### config.mk
export PLATFORM = sky130hd
export DESIGN_NAME = hazard_flush_controller
export DESIGN_NICKNAME = d
export VERILOG_FILES = /design/src/rtl/pipeline_ctrl_pkg.sv /design/src/rtl/sat_counter.sv /design/src/rtl/hazard_flush_controller.sv
export SDC_FILE = /design/constraint.sdc
export NUM_CORES = 1
export LEC_CHECK = 0
export ABC_AREA = 1
export CAP_MARGIN = 10
export CORE_MARGIN = 4
export CORE_UTILIZATION = 24
export DETAILED_ROUTE_END_ITERATION = 8
export GPL_ROUTABILITY_DRIVEN = 0
export PLACE_DENSITY = 0.58
export SLEW_MARGIN = 20
export SYNTH_ARGS = -nofsm -noshare
export SYNTH_HDL_FRONTEND = slang
export SYNTH_SLANG_ARGS = --single-unit
### constraint.sdc
create_clock -name clk -period 3.9 [get_ports clk]
set_clock_uncertainty 0.1 [all_clocks]
set_input_delay 0.975 -clock clk [delete_from_list [all_inputs] [get_ports clk]]
set_output_delay 0.975 -clock clk [all_outputs]
set_load 0.05 [all_outputs]
### src/rtl/pipeline_ctrl_pkg.sv
// rtl/pipeline_ctrl_pkg.sv - shared encodings for the pipeline hazard/flush controller
//
// Purpose : FSM state encoding, ALU forward-select codes, flush bit indices
//           and small register-compare helpers shared by the controller.
// Ports   : none (package).
package pipeline_ctrl_pkg;

  // FSM state encoding
  localparam logic [0:0] ST_RUN   = 1'b0;
  localparam logic [0:0] ST_STALL = 1'b1;

  // ALU operand forward selects
  localparam logic [1:0] FWD_NONE = 2'b00;
  localparam logic [1:0] FWD_MEM  = 2'b10;
  localparam logic [1:0] FWD_WB   = 2'b01;

  // Bit positions inside the 3-bit flush vector
  localparam int FLUSH_IFID  = 2;
  localparam int FLUSH_IDEX  = 1;
  localparam int FLUSH_EXMEM = 0;

  // Register 0 is hard-wired to zero, so it can never carry a dependency.
  // rt only counts when the IF/ID instruction actually reads it.
  function automatic logic reg_hit(input logic [4:0] rd,
                                   input logic [4:0] rs,
                                   input logic [4:0] rt,
                                   input logic       use_rt);
    return (rd != 5'd0) && ((rd == rs) || (use_rt && (rd == rt)));
  endfunction

  // MEM-stage producer is younger than WB, so it wins when both match.
  function automatic logic [1:0] fwd_select(input logic [4:0] src,
                                            input logic [4:0] mem_rd,
                                            input logic       mem_we,
                                            input logic [4:0] wb_rd,
                                            input logic       wb_we);
    if (mem_we && (mem_rd != 5'd0) && (mem_rd == src)) begin
      return FWD_MEM;
    end
    if (wb_we && (wb_rd != 5'd0) && (wb_rd == src)) begin
      return FWD_WB;
    end
    return FWD_NONE;
  endfunction

endpackage

### src/rtl/sat_counter.sv
// rtl/sat_counter.sv - saturating up-counter with async active-high reset
//
// Purpose : counts cycles where inc is high, holding at all-ones.
// Ports   : clk   - clock
//           reset - asynchronous active-high reset, clears count
//           inc   - increment request for this cycle
//           count - current count value
module sat_counter #(
  parameter int WIDTH = 16
) (
  input  logic             clk,
  input  logic             reset,
  input  logic             inc,
  output logic [WIDTH-1:0] count
);

  localparam logic [WIDTH-1:0] ONE = {{(WIDTH-1){1'b0}}, 1'b1};

  logic [WIDTH-1:0] count_q;
  logic [WIDTH-1:0] count_d;

  always_comb begin
    count_d = count_q;
    if (inc && (count_q != {WIDTH{1'b1}})) begin
      count_d = count_q + ONE;
    end
  end

  always_ff @(posedge clk or posedge reset) begin
    if (reset) begin
      count_q <= '0;
    end else begin
      count_q <= count_d;
    end
  end

  assign count = count_q;

endmodule

### src/rtl/hazard_flush_controller.sv
// rtl/hazard_flush_controller.sv - pipeline stall/flush sequencer with optional ALU forwarding
//
// Purpose : detects RAW hazards between the IF/ID instruction and older
//           in-flight producers, holds the front end for the required number
//           of cycles while bubbling ID/EX, squashes the younger stages on a
//           MEM-resolved redirect, and selects ALU operand forwarding.
// Config  : HAZARD_FORWARD_EN - when defined, forwarding is built in and only
//           load-use stalls remain (depth <= 1); when undefined, forward
//           selects are constant 00 and the full 3/2/1 stall depths apply.
// Ports   : clk, reset            - clock, async active-high reset
//           id_rs/id_rt/id_uses_rt - IF/ID source registers
//           ex_rs/ex_rt/ex_rd      - ID/EX sources and EX destination
//           ex_reg_write/ex_mem_read, mem_rd/mem_reg_write,
//           wb_rd/wb_reg_write     - producer info for EX, MEM, WB
//           mem_redirect           - PC redirect resolved in MEM
//           front_enable           - PC and IF/ID enable (0 = hold)
//           flush                  - bubble insert {IF/ID, ID/EX, EX/MEM}
//           forward_a/forward_b    - ALU operand source selects
//           stall_count/flush_count - saturating event counters
module hazard_flush_controller
  import pipeline_ctrl_pkg::*;
#(
  parameter int COUNT_W = 16
) (
  input  logic               clk,
  input  logic               reset,
  input  logic [4:0]         id_rs,
  input  logic [4:0]         id_rt,
  input  logic               id_uses_rt,
  input  logic [4:0]         ex_rs,
  input  logic [4:0]         ex_rt,
  input  logic [4:0]         ex_rd,
  input  logic               ex_reg_write,
  input  logic               ex_mem_read,
  input  logic [4:0]         mem_rd,
  input  logic               mem_reg_write,
  input  logic [4:0]         wb_rd,
  input  logic               wb_reg_write,
  input  logic               mem_redirect,
  output logic               front_enable,
  output logic [2:0]         flush,
  output logic [1:0]         forward_a,
  output logic [1:0]         forward_b,
  output logic [COUNT_W-1:0] stall_count,
  output logic [COUNT_W-1:0] flush_count
);

  logic [0:0] state_q;
  logic [0:0] state_d;
  logic [1:0] rem_q;
  logic [1:0] rem_d;

  logic       ex_hit;
  logic [1:0] depth;
  logic [1:0] fwd_a;
  logic [1:0] fwd_b;
  logic       stall;
  logic [2:0] flush_d;

  assign ex_hit = ex_reg_write & reg_hit(ex_rd, id_rs, id_rt, id_uses_rt);

`ifdef HAZARD_FORWARD_EN
  // Only a load in EX cannot be forwarded in time: one bubble covers it.
  assign depth = (ex_hit & ex_mem_read) ? 2'd1 : 2'd0;

  assign fwd_a = fwd_select(ex_rs, mem_rd, mem_reg_write, wb_rd, wb_reg_write);
  assign fwd_b = fwd_select(ex_rt, mem_rd, mem_reg_write, wb_rd, wb_reg_write);
`else
  logic mem_hit;
  logic wb_hit;
  logic unused_fwd_inputs;

  assign mem_hit = mem_reg_write & reg_hit(mem_rd, id_rs, id_rt, id_uses_rt);
  assign wb_hit  = wb_reg_write  & reg_hit(wb_rd,  id_rs, id_rt, id_uses_rt);

  // Wait until the producer has left WB; the nearest producer sets the depth.
  assign depth = ex_hit  ? 2'd3 :
                 mem_hit ? 2'd2 :
                 wb_hit  ? 2'd1 : 2'd0;

  assign fwd_a = FWD_NONE;
  assign fwd_b = FWD_NONE;

  // ID/EX sources and the load flag only matter to the forwarding path.
  assign unused_fwd_inputs = ^{ex_rs, ex_rt, ex_mem_read};
`endif

  // Mealy next-state/output logic. A redirect squashes everything younger
  // than MEM, including any stalled instruction, so it overrides the stall.
  always_comb begin
    state_d = state_q;
    rem_d   = rem_q;
    stall   = 1'b0;
    flush_d = 3'b000;
    if (mem_redirect) begin
      state_d = ST_RUN;
      rem_d   = 2'd0;
      flush_d[FLUSH_IFID]  = 1'b1;
      flush_d[FLUSH_IDEX]  = 1'b1;
      flush_d[FLUSH_EXMEM] = 1'b1;
    end else if (state_q == ST_STALL) begin
      stall               = 1'b1;
      flush_d[FLUSH_IDEX] = 1'b1;
      if (rem_q <= 2'd1) begin
        state_d = ST_RUN;
        rem_d   = 2'd0;
      end else begin
        rem_d   = rem_q - 2'd1;
      end
    end else if (depth != 2'd0) begin
      stall               = 1'b1;
      flush_d[FLUSH_IDEX] = 1'b1;
      // The current cycle is the first stall cycle; STALL covers the rest.
      if (depth > 2'd1) begin
        state_d = ST_STALL;
        rem_d   = depth - 2'd1;
      end
    end
  end

  always_ff @(posedge clk or posedge reset) begin
    if (reset) begin
      state_q <= ST_RUN;
      rem_q   <= 2'd0;
    end else begin
      state_q <= state_d;
      rem_q   <= rem_d;
    end
  end

  // Outputs are partly combinational from the inputs, so reset must gate
  // them directly to hold the pipeline quiet while reset is high.
  assign front_enable = reset | ~stall;
  assign flush        = reset ? 3'b000 : flush_d;
  assign forward_a    = reset ? FWD_NONE : fwd_a;
  assign forward_b    = reset ? FWD_NONE : fwd_b;

  sat_counter #(
    .WIDTH (COUNT_W)
  ) u_stall_counter (
    .clk   (clk),
    .reset (reset),
    .inc   (~front_enable),
    .count (stall_count)
  );

  sat_counter #(
    .WIDTH (COUNT_W)
  ) u_flush_counter (
    .clk   (clk),
    .reset (reset),
    .inc   (mem_redirect),
    .count (flush_count)
  );

endmodule

==> flow_summary.json, run 1 <==
{
  "clock_path_buffers": 2,
  "synth_top_area_cell": "dfrtp_1",
  "layout.nets": 474,
  "holdPathEnd": "u_stall_counter.count[8]",
  "synth-compound-area-share": 0.0255,
  "ys_top_cells_by_area": "dfrtp_1 36%, nand2_1 19%, inv_1 7.8%",
  "period_needed_ns": 3.78,
  "r2r_start": "u_stall_counter.count[1]",
  "outcome": "finished, final reports clean",
  "cp_common_cell": "nand2_1",
  "tightest_slew_ns": 0.762,
  "wire_per_inst_um": 10.8,
  "layout_common_cells": "118 x nand2_1, 47 x inv_1, 37 x clkdlybuf4s50_1",
  "finalWirelength_um": 6040,
  "core_area_sq_um": 9770,
  "synthXorXnorAreaFrac": 0.120,
  "hold_class": "flip-flop to flip-flop",
  "drt_iter0_drc": 77,
  "die_h_um": 108,
  "syn-instance-count": 344,
  "crit_chain": "dlygate4sd2_1 > inv_1 > nand2_1 > o21ai_0 > nor2_1 > nand3_1 > nand2_1 > nand2_2 > a21boi_2 > ha_2 > nand2_4 > inv_2 > a21oi_2 > buf_4 > buf_12",
  "yosys.area_share.adder": 0.0156,
  "first_global_vias": 2236,
  "ctsHoldBuffers": 0,
  "die_area_sq_um": 11700,
  "ys_seq_elements": 35,
  "yosysUniqueCellTypes": 28,
  "crit_path_end_kind": "output port",
  "root_buffer": "clkbuf_8",
  "multiInputGateArea_sq_um": 1330,
  "final_area_sq_um": 3430,
  "holdWs_ns": 0.402,
  "total_power_mw": 1.33,
  "start_util": 0.246,
  "yosysSeqAreaShare": 0.364,
  "grt_use_total": 0.109,
  "hold_violations": 0,
  "min_from": "u_stall_counter.count[8]",
  "r2r_setup_slack_ns": 2.12,
  "drc": 0,
  "fin_util": 0.351,
  "post_dp_cell_area_sq_um": 3330,
  "path_clk_slew_ns": 0.07,
  "htreeDepth": 2,
  "synth.top_cell.area_share": 0.364,
  "antenna_found_initial": 0,
  "p_leak_nw": 1.74,
  "max_stage_delay_ns": 0.27,
  "r2r_cells": 9,
  "areaGrowthSynthToFinish_pct": 42.6,
  "critPathRequiredTime_ns": 2.82,
  "grt_pass1_wl_um": 10200,
  "startpoint": "id_rt[0]",
  "grt_start_max_net_pins": 21,
  "rsz0062_at_grt": "false",
  "startpoint_type": "input port",
  "arrival_ns": 2.71,
  "fillCellCount": 1053,
  "whs_path_depth": 1,
  "worstSetupPathType": "input port to output port",
  "antenna_cells": 0,
  "synth_top_family_by_area": "simple AND/OR/NAND/NOR gates",
  "synthSimpleGateAreaFrac": 0.375,
  "io_buffers": 67,
  "ys_warn_count": 0,
  "yosys-mux-area-fraction": 0,
  "final_common_cell": "nand2_1",
  "ff_latch_area_sq_um": 876,
  "numCtsBuffers": 5,
  "timing.rr.end": "u_stall_counter.count[15]",
  "slew_violations": 0,
  "clock_latency_ns": 0.28,
  "ios": 83,
  "slowest_stage": "dlygate4sd2_1",
  "dp_hpwl_um": 5010,
  "grt_overflow": 0,
  "viasPerCell": 4.01,
  "cts_tree": "done",
  "irDropWorstVdd_mv": 0.426,
  "syn_area_per_cell_sq_um": 6.99,
  "setup_violations": 0,
  "slew-limit-headroom": 0.491,
  "drv_cap": 0,
  "dieWidth_um": 108,
  "drive_above_1_share": 0.126,
  "ant_nets": 0,
  "period_share": 0.970,
  "cts.sinks": 35,
  "rows": 36,
  "max_freq_mhz": 264,
  "drt_pass1_iterations": 4,
  "cp_max_fo": 4,
  "cellPowerDensity_nw_per_um2": 387,
  "synthesis.area_sq_um": 2410,
  "vias": 2248
}
sequential cells by signal, summed over array words and instances (netlist names):
signal	count
state_q	1
u_stall_counter.count	16
rem_q	2
u_flush_counter.count	16
per-layer routing:
metal | up-vias | GRT usage | part of all wire
met5 | - | 0 | 0
met4 | 0 | 0.0361 | 0.013
met3 | 7 | 0.0245 | 0.036
met2 | 33 | 0.192 | 0.51
met1 | 1004 | 0.131 | 0.44
li1 | 1204 | - | -
worst max-delay path by stage:
stage / to / slack [ns] / cells after the start
floorplan: flush[1] / 0.17 / 11
global placement: flush[1] / -0.24 / 15
detailed placement: flush[1] / -0.31 / 15
CTS: flush[1] / 0.09 / 15
global route: flush[1] / 0.005 / 15
finish: flush[1] / 0.12 / 15
area by class of cell:
type	count	area share
well taps	133	0.0485
flip-flops and latches	35	0.255
repair buffers	79	0.220
inverters	53	0.0580
clock inverters	1	0.00875
multi-input cells	254	0.389
clock buffers	6	0.0212
cells in the mapped netlist:
master,n
a21oi_1,3
a21boi_0,1
nand2_2,3
dfrtp_1,35
nor4_1,2
nor2_1,35
o21ai_0,5
nor3_1,6
o211ai_1,1
nand2_4,2
xnor2_1,13
nand3_2,2
nor2_4,3
ha_1,3
buf_4,5
nor3_4,1
nand3_1,20
inv_1,50
o22ai_1,1
nor2_2,2
nand4_1,4
nand2_1,120
conb_1,1
inv_2,3
xor2_1,20
or2_0,1
nor3_2,1
nor3b_2,1
timing repair:
action,in CTS,in global routing
resized for setup,40,4
endpoints found under the setup margin,2,2
pin swaps,3,1
setup buffers,0,0
cloned,0,0
metrics by stage:
step           TNS, ns  setup slack [ns]  instances
3_3_place_gp    -0.400            -0.239        554
4_1_cts              0            0.0916        561
3_5_place_dp    -0.521            -0.311        554
5_1_grt              0           0.00464        561
2_1_floorplan        0             0.170        347
6_report             0             0.116        561
critical path: cells and delay by family:
family,cells,cell delay [ns]
AOI/OAI and AO/OA,3,0.40
and+or+nand+nor,6,0.45
buffers and inverters,5,0.68
adders and majority gates,1,0.20
kinds of logic (layout without fill, tap and decap cells):
logic type      after synthesis  after routing
flops                        35             35
compound gates               11             11
fa+ha+maj                     3              3
buf+inv                      58            139
xor+xnor                     33             33
simple gates                203            203
other cells                   1              4
power breakdown:
group          switching (mW)  internal, mW
registers              0.0597         0.416
logic                   0.349         0.190
clock network           0.124         0.187
total                   0.534         0.793
Note: power is estimated with default switching activity, not from simulation.
==> inputs of run 2 (changes only) <==
CAP_MARGIN = 30   (was 10)
CORE_UTILIZATION = 49   (was 24)
PLACE_DENSITY = 0.95   (was 0.58)
==> flow_summary.json, run 2 (synthesis results as in run 1) <==
{
  "wire_per_inst_um": 12.9,
  "slew_violations": 0,
  "period_needed_ns": 3.76,
  "tightest_slew_ns": 0.736,
  "clock_latency_ns": 0.30,
  "drc": 0,
  "grt_overflow": 0,
  "irDropWorstVdd_mv": 0.436,
  "layout_common_cells": "117 x nand2_1, 44 x inv_1, 37 x clkdlybuf4s50_1",
  "drive_above_1_share": 0.157,
  "grt_pass1_wl_um": 11100,
  "io_buffers": 67,
  "critPathRequiredTime_ns": 2.82,
  "tns_ns": 0,
  "first_global_vias": 2514,
  "ctsHoldBuffers": 0,
  "antenna_cells": 0,
  "startpoint": "id_rs[0]",
  "holdWs_ns": 0.396,
  "rows": 25,
  "multiInputGateArea_sq_um": 1340,
  "hold_violations": 0,
  "path_clk_slew_ns": 0.07,
  "crit_chain": "dlygate4sd2_1 > buf_4 > nand2_1 > nand2_1 > nor2_2 > nand3_1 > nand2_1 > nand2_2 > a21boi_2 > ha_2 > nand2_4 > inv_2 > nor3_4 > inv_1 > buf_6",
  "fillCellCount": 368,
  "cp_max_fo": 3,
  "outcome": "finished, final reports clean",
  "start_util": 0.506,
  "worstSetupPathType": "input port to output port",
  "drt_pass1_iterations": 4,
  "ff_latch_area_sq_um": 876,
  "core_area_sq_um": 4750,
  "slowest_stage": "dlygate4sd2_1",
  "startpoint_type": "input port",
  "post_dp_cell_area_sq_um": 3300,
  "rsz0062_at_grt": "false",
  "path_buf_inv": 5,
  "fin_util": 0.727,
  "ant_nets": 0,
  "final_common_cell": "nand2_1",
  "cts_tree": "done",
  "drt_iter0_drc": 159,
  "arrival_ns": 2.68,
  "hold_class": "flip-flop to flip-flop",
  "vias": 2448,
  "viasPerCell": 4.84,
  "clock_path_buffers": 2,
  "p_leak_nw": 1.89,
  "period_share": 0.963,
  "layout.nets": 484,
  "dp_hpwl_um": 5070,
  "grt_start_max_net_pins": 21,
  "htreeDepth": 2,
  "min_from": "u_stall_counter.count[8]",
  "cts.sinks": 35,
  "drv_cap": 0,
  "dp.cells": 496,
  "grt_use_total": 0.225,
  "ios": 83,
  "die_h_um": 78.1,
  "die_area_sq_um": 6100,
  "cp_top_family": "buffers and inverters",
  "slew-limit-headroom": 0.509,
  "crit_path_end_kind": "output port",
  "final_area_sq_um": 3450,
  "finalNonFillerCells": 506,
  "dieWidth_um": 78.1,
  "r2r_start": "u_flush_counter.count[0]",
  "finalWirelength_um": 6520,
  "max_freq_mhz": 266,
  "antenna_found_initial": 0,
  "areaGrowthSynthToFinish_pct": 43.6,
  "setup_violations": 0,
  "cellPowerDensity_nw_per_um2": 376,
  "root_buffer": "clkbuf_8",
  "numCtsBuffers": 5,
  "max_stage_delay_ns": 0.26,
  "cp_common_cell": "nand2_1"
}
run 2: path summary, 6_finish.rpt:
path / slack (ns) / cells past startpoint / endpoint
setup / recovery: 0.14 / 15 / front_enable
hold / removal: 0.40 / 1 / u_stall_counter.count[8]
setup reg to reg: 2.07 / 10 / u_flush_counter.count[14]
hold reg to reg: 0.40 / 1 / u_stall_counter.count[8]
max in group asynchronous: 1.84 / 3 / u_stall_counter.count[13]
min in group asynchronous: 1.17 / 2 / u_flush_counter.count[6]
run 2: repair_timing:
action | 4_1_cts | 5_1_grt
resized for setup | 23 | 23
setup endpoints to repair | 2 | 2
pin swaps | 3 | 2
buffers inserted | 1 | 1
run 2: power breakdown:
group	switching, mW	internal (mW)
Clock	0.135	0.122
Sequential	0.0650	0.416
Combinational	0.362	0.200
Total	0.563	0.738
run 2: metrics by stage:
| stage | total power, mW | setup slack [ns] |
|---|---|---|
| floorplan | 0.823 | 0.170 |
| global placement | 1.02 | -0.145 |
| detailed placement | 1.04 | -0.200 |
| CTS | 1.30 | 0.00461 |
| global route | 1.37 | 0.0128 |
| finish | 1.30 | 0.145 |
run 2: layout make-up:
cell class	instances	share of cell area
clock buffer	5	0.0199
multi-input combinational	254	0.388
sequential	35	0.254
clock inverter	3	0.00435
inverter	53	0.0576
tap	67	0.0243
timing repair buffer	89	0.252
run 2: per-layer routing:
layer  global-route usage  share of wire  wire (um)
met1                0.257           0.40       2580
met5                    0              0          0
met4               0.0699          0.028        184
met2                0.420           0.54       3490
met3               0.0436          0.040        263
==> inputs of run 3 (changes only) <==
CAP_MARGIN = 15   (was 30)
CORE_MARGIN = 1   (was 4)
==> flow_summary.json, run 3 (synthesis results as in run 1) <==
{
  "outcome": "finished, final reports clean",
  "drt_iter0_drc": 123,
  "irDropWorstVdd_mv": 0.499,
  "grt_pass1_wl_um": 9930,
  "vias": 2434,
  "wire_per_inst_um": 12.4,
  "finalNonFillerCells": 504,
  "final_area_sq_um": 3410,
  "layout_common_cells": "119 x nand2_1, 45 x inv_1, 37 x clkdlybuf4s50_1",
  "final_common_cell": "nand2_1",
  "p_leak_nw": 1.87,
  "hold_violations": 0,
  "cts.sinks": 35,
  "start_util": 0.509,
  "htreeDepth": 2,
  "post_dp_cell_area_sq_um": 3280,
  "internal_power_uw": 738,
  "dieWidth_um": 72.1,
  "crit_path_end_kind": "output port",
  "pre_cts_slack_ns": -0.247,
  "min_from": "u_stall_counter.count[7]",
  "drt_pass1_iterations": 4,
  "period_share": 0.957,
  "tightest_slew_ns": 0.710,
  "tns_ns": 0,
  "timing.rr.end": "u_stall_counter.count[5]",
  "power.share.clock": 0.196,
  "r2r_cells": 8,
  "io_buffers": 67,
  "first_global_vias": 2382,
  "areaGrowthSynthToFinish_pct": 41.9,
  "dp.cells": 495,
  "r2r_setup_slack_ns": 2.00,
  "core_area_sq_um": 4720,
  "drv_cap": 0,
  "numCtsBuffers": 5,
  "finalWirelength_um": 6250,
  "root_buffer": "clkbuf_8",
  "dp_hpwl_um": 4690,
  "ios": 83,
  "die_area_sq_um": 5190,
  "grt_use_total": 0.247,
  "swShare": 0.428,
  "critPathRequiredTime_ns": 2.82,
  "slew-limit-headroom": 0.526,
  "ant_nets": 0,
  "rows": 25,
  "r2r_start": "u_stall_counter.count[0]",
  "antenna_found_initial": 0,
  "sequentialPowerShare": 0.372,
  "drive_above_1_share": 0.137,
  "max_freq_mhz": 268,
  "p_comb_frac": 0.431,
  "period_needed_ns": 3.73,
  "slew_violations": 0,
  "viasPerCell": 4.83,
  "setup_violations": 0,
  "cp_max_fo": 3,
  "fin_util": 0.723,
  "startpoint_type": "input port",
  "drc": 0,
  "clock_path_buffers": 2,
  "arrival_ns": 2.66,
  "clock_latency_ns": 0.30,
  "rsz0062_at_grt": "false",
  "holdPathEnd": "u_stall_counter.count[7]",
  "p_sw_uw": 553,
  "cts_tree": "done",
  "grt_overflow": 0,
  "hold_class": "flip-flop to flip-flop",
  "worstSetupPathType": "input port to output port",
  "layout.nets": 482,
  "cellPowerDensity_nw_per_um2": 378,
  "grt_start_max_net_pins": 20,
  "post-route-worst-setup-slack_ns": 0.167,
  "die_h_um": 72.1,
  "antenna_cells": 0,
  "path_clk_slew_ns": 0.06,
  "whs_path_depth": 1
}
[run 3: cell count changes in the layout (fill, tap and decap cells not counted), sizes merged]
cell,previous run,this run
clkinv,3,1
clkbuf,5,7
dlygate4sd2,13,12
buf,26,24
dlymetal6s2s,13,14
[run 3: critical path, stage by stage]
cell and delay (ns):
dlygate4sd2_1 0.26, inv_1 0.10, nand2_1 0.06, nand2_1 0.05, nor2_1 0.13, nand3_1 0.11, a21oi_2 0.22, a21boi_2 0.08
ha_2 0.20, nand2_4 0.07, inv_2 0.05, nor3_4 0.11, inv_1 0.07, buf_6 0.15
[run 3: worst max-delay path by stage]
stage	start	endpoint	cells past startpoint
floorplan	id_rt[2]	flush[1]	11
global placement	id_rt[1]	flush[1]	13
detailed placement	wb_rd[4]	flush[1]	13
CTS	mem_rd[1]	front_enable	16
global route	id_rs[0]	front_enable	15
finish	id_rs[3]	front_enable	14
[run 3: power by group through the flow]
stage               registers (mW)  logic [mW]  clock network, mW
floorplan                    0.650       0.173                  0
global placement             0.478       0.534                  0
detailed placement           0.485       0.552                  0
CTS                          0.479       0.554              0.257
global route                 0.487       0.593              0.277
finish                       0.481       0.556              0.254
[run 3: metrics by stage]
step	hold slack (ns)	power, mW
floorplan	0.370	0.823
global placement	0.377	1.01
detailed placement	0.388	1.04
CTS	0.398	1.29
global route	0.407	1.36
finish	0.391	1.29
[run 3: metal layers]
metal | share of wire | track usage
met5 | 0 | 0
met4 | 0.018 | 0.0806
met3 | 0.040 | 0.0736
met2 | 0.53 | 0.443
met1 | 0.41 | 0.278
[run 3: cell type report]
cell class	count	area (sq um)
inverters	53	199
fillers	353	1310
flip-flops and latches	35	876
well taps	67	83.8
clock buffers	7	76.3
repair buffers	87	847
multi-input cells	254	1330
clock inverters	1	5.00
[run 3: repair_timing]
item                       in CTS  in global routing
buffers inserted                1                  0
hold buffers                    0                  0
pin swaps                       3                  5
gates resized for setup        19                 21
setup endpoints to repair       2                  2
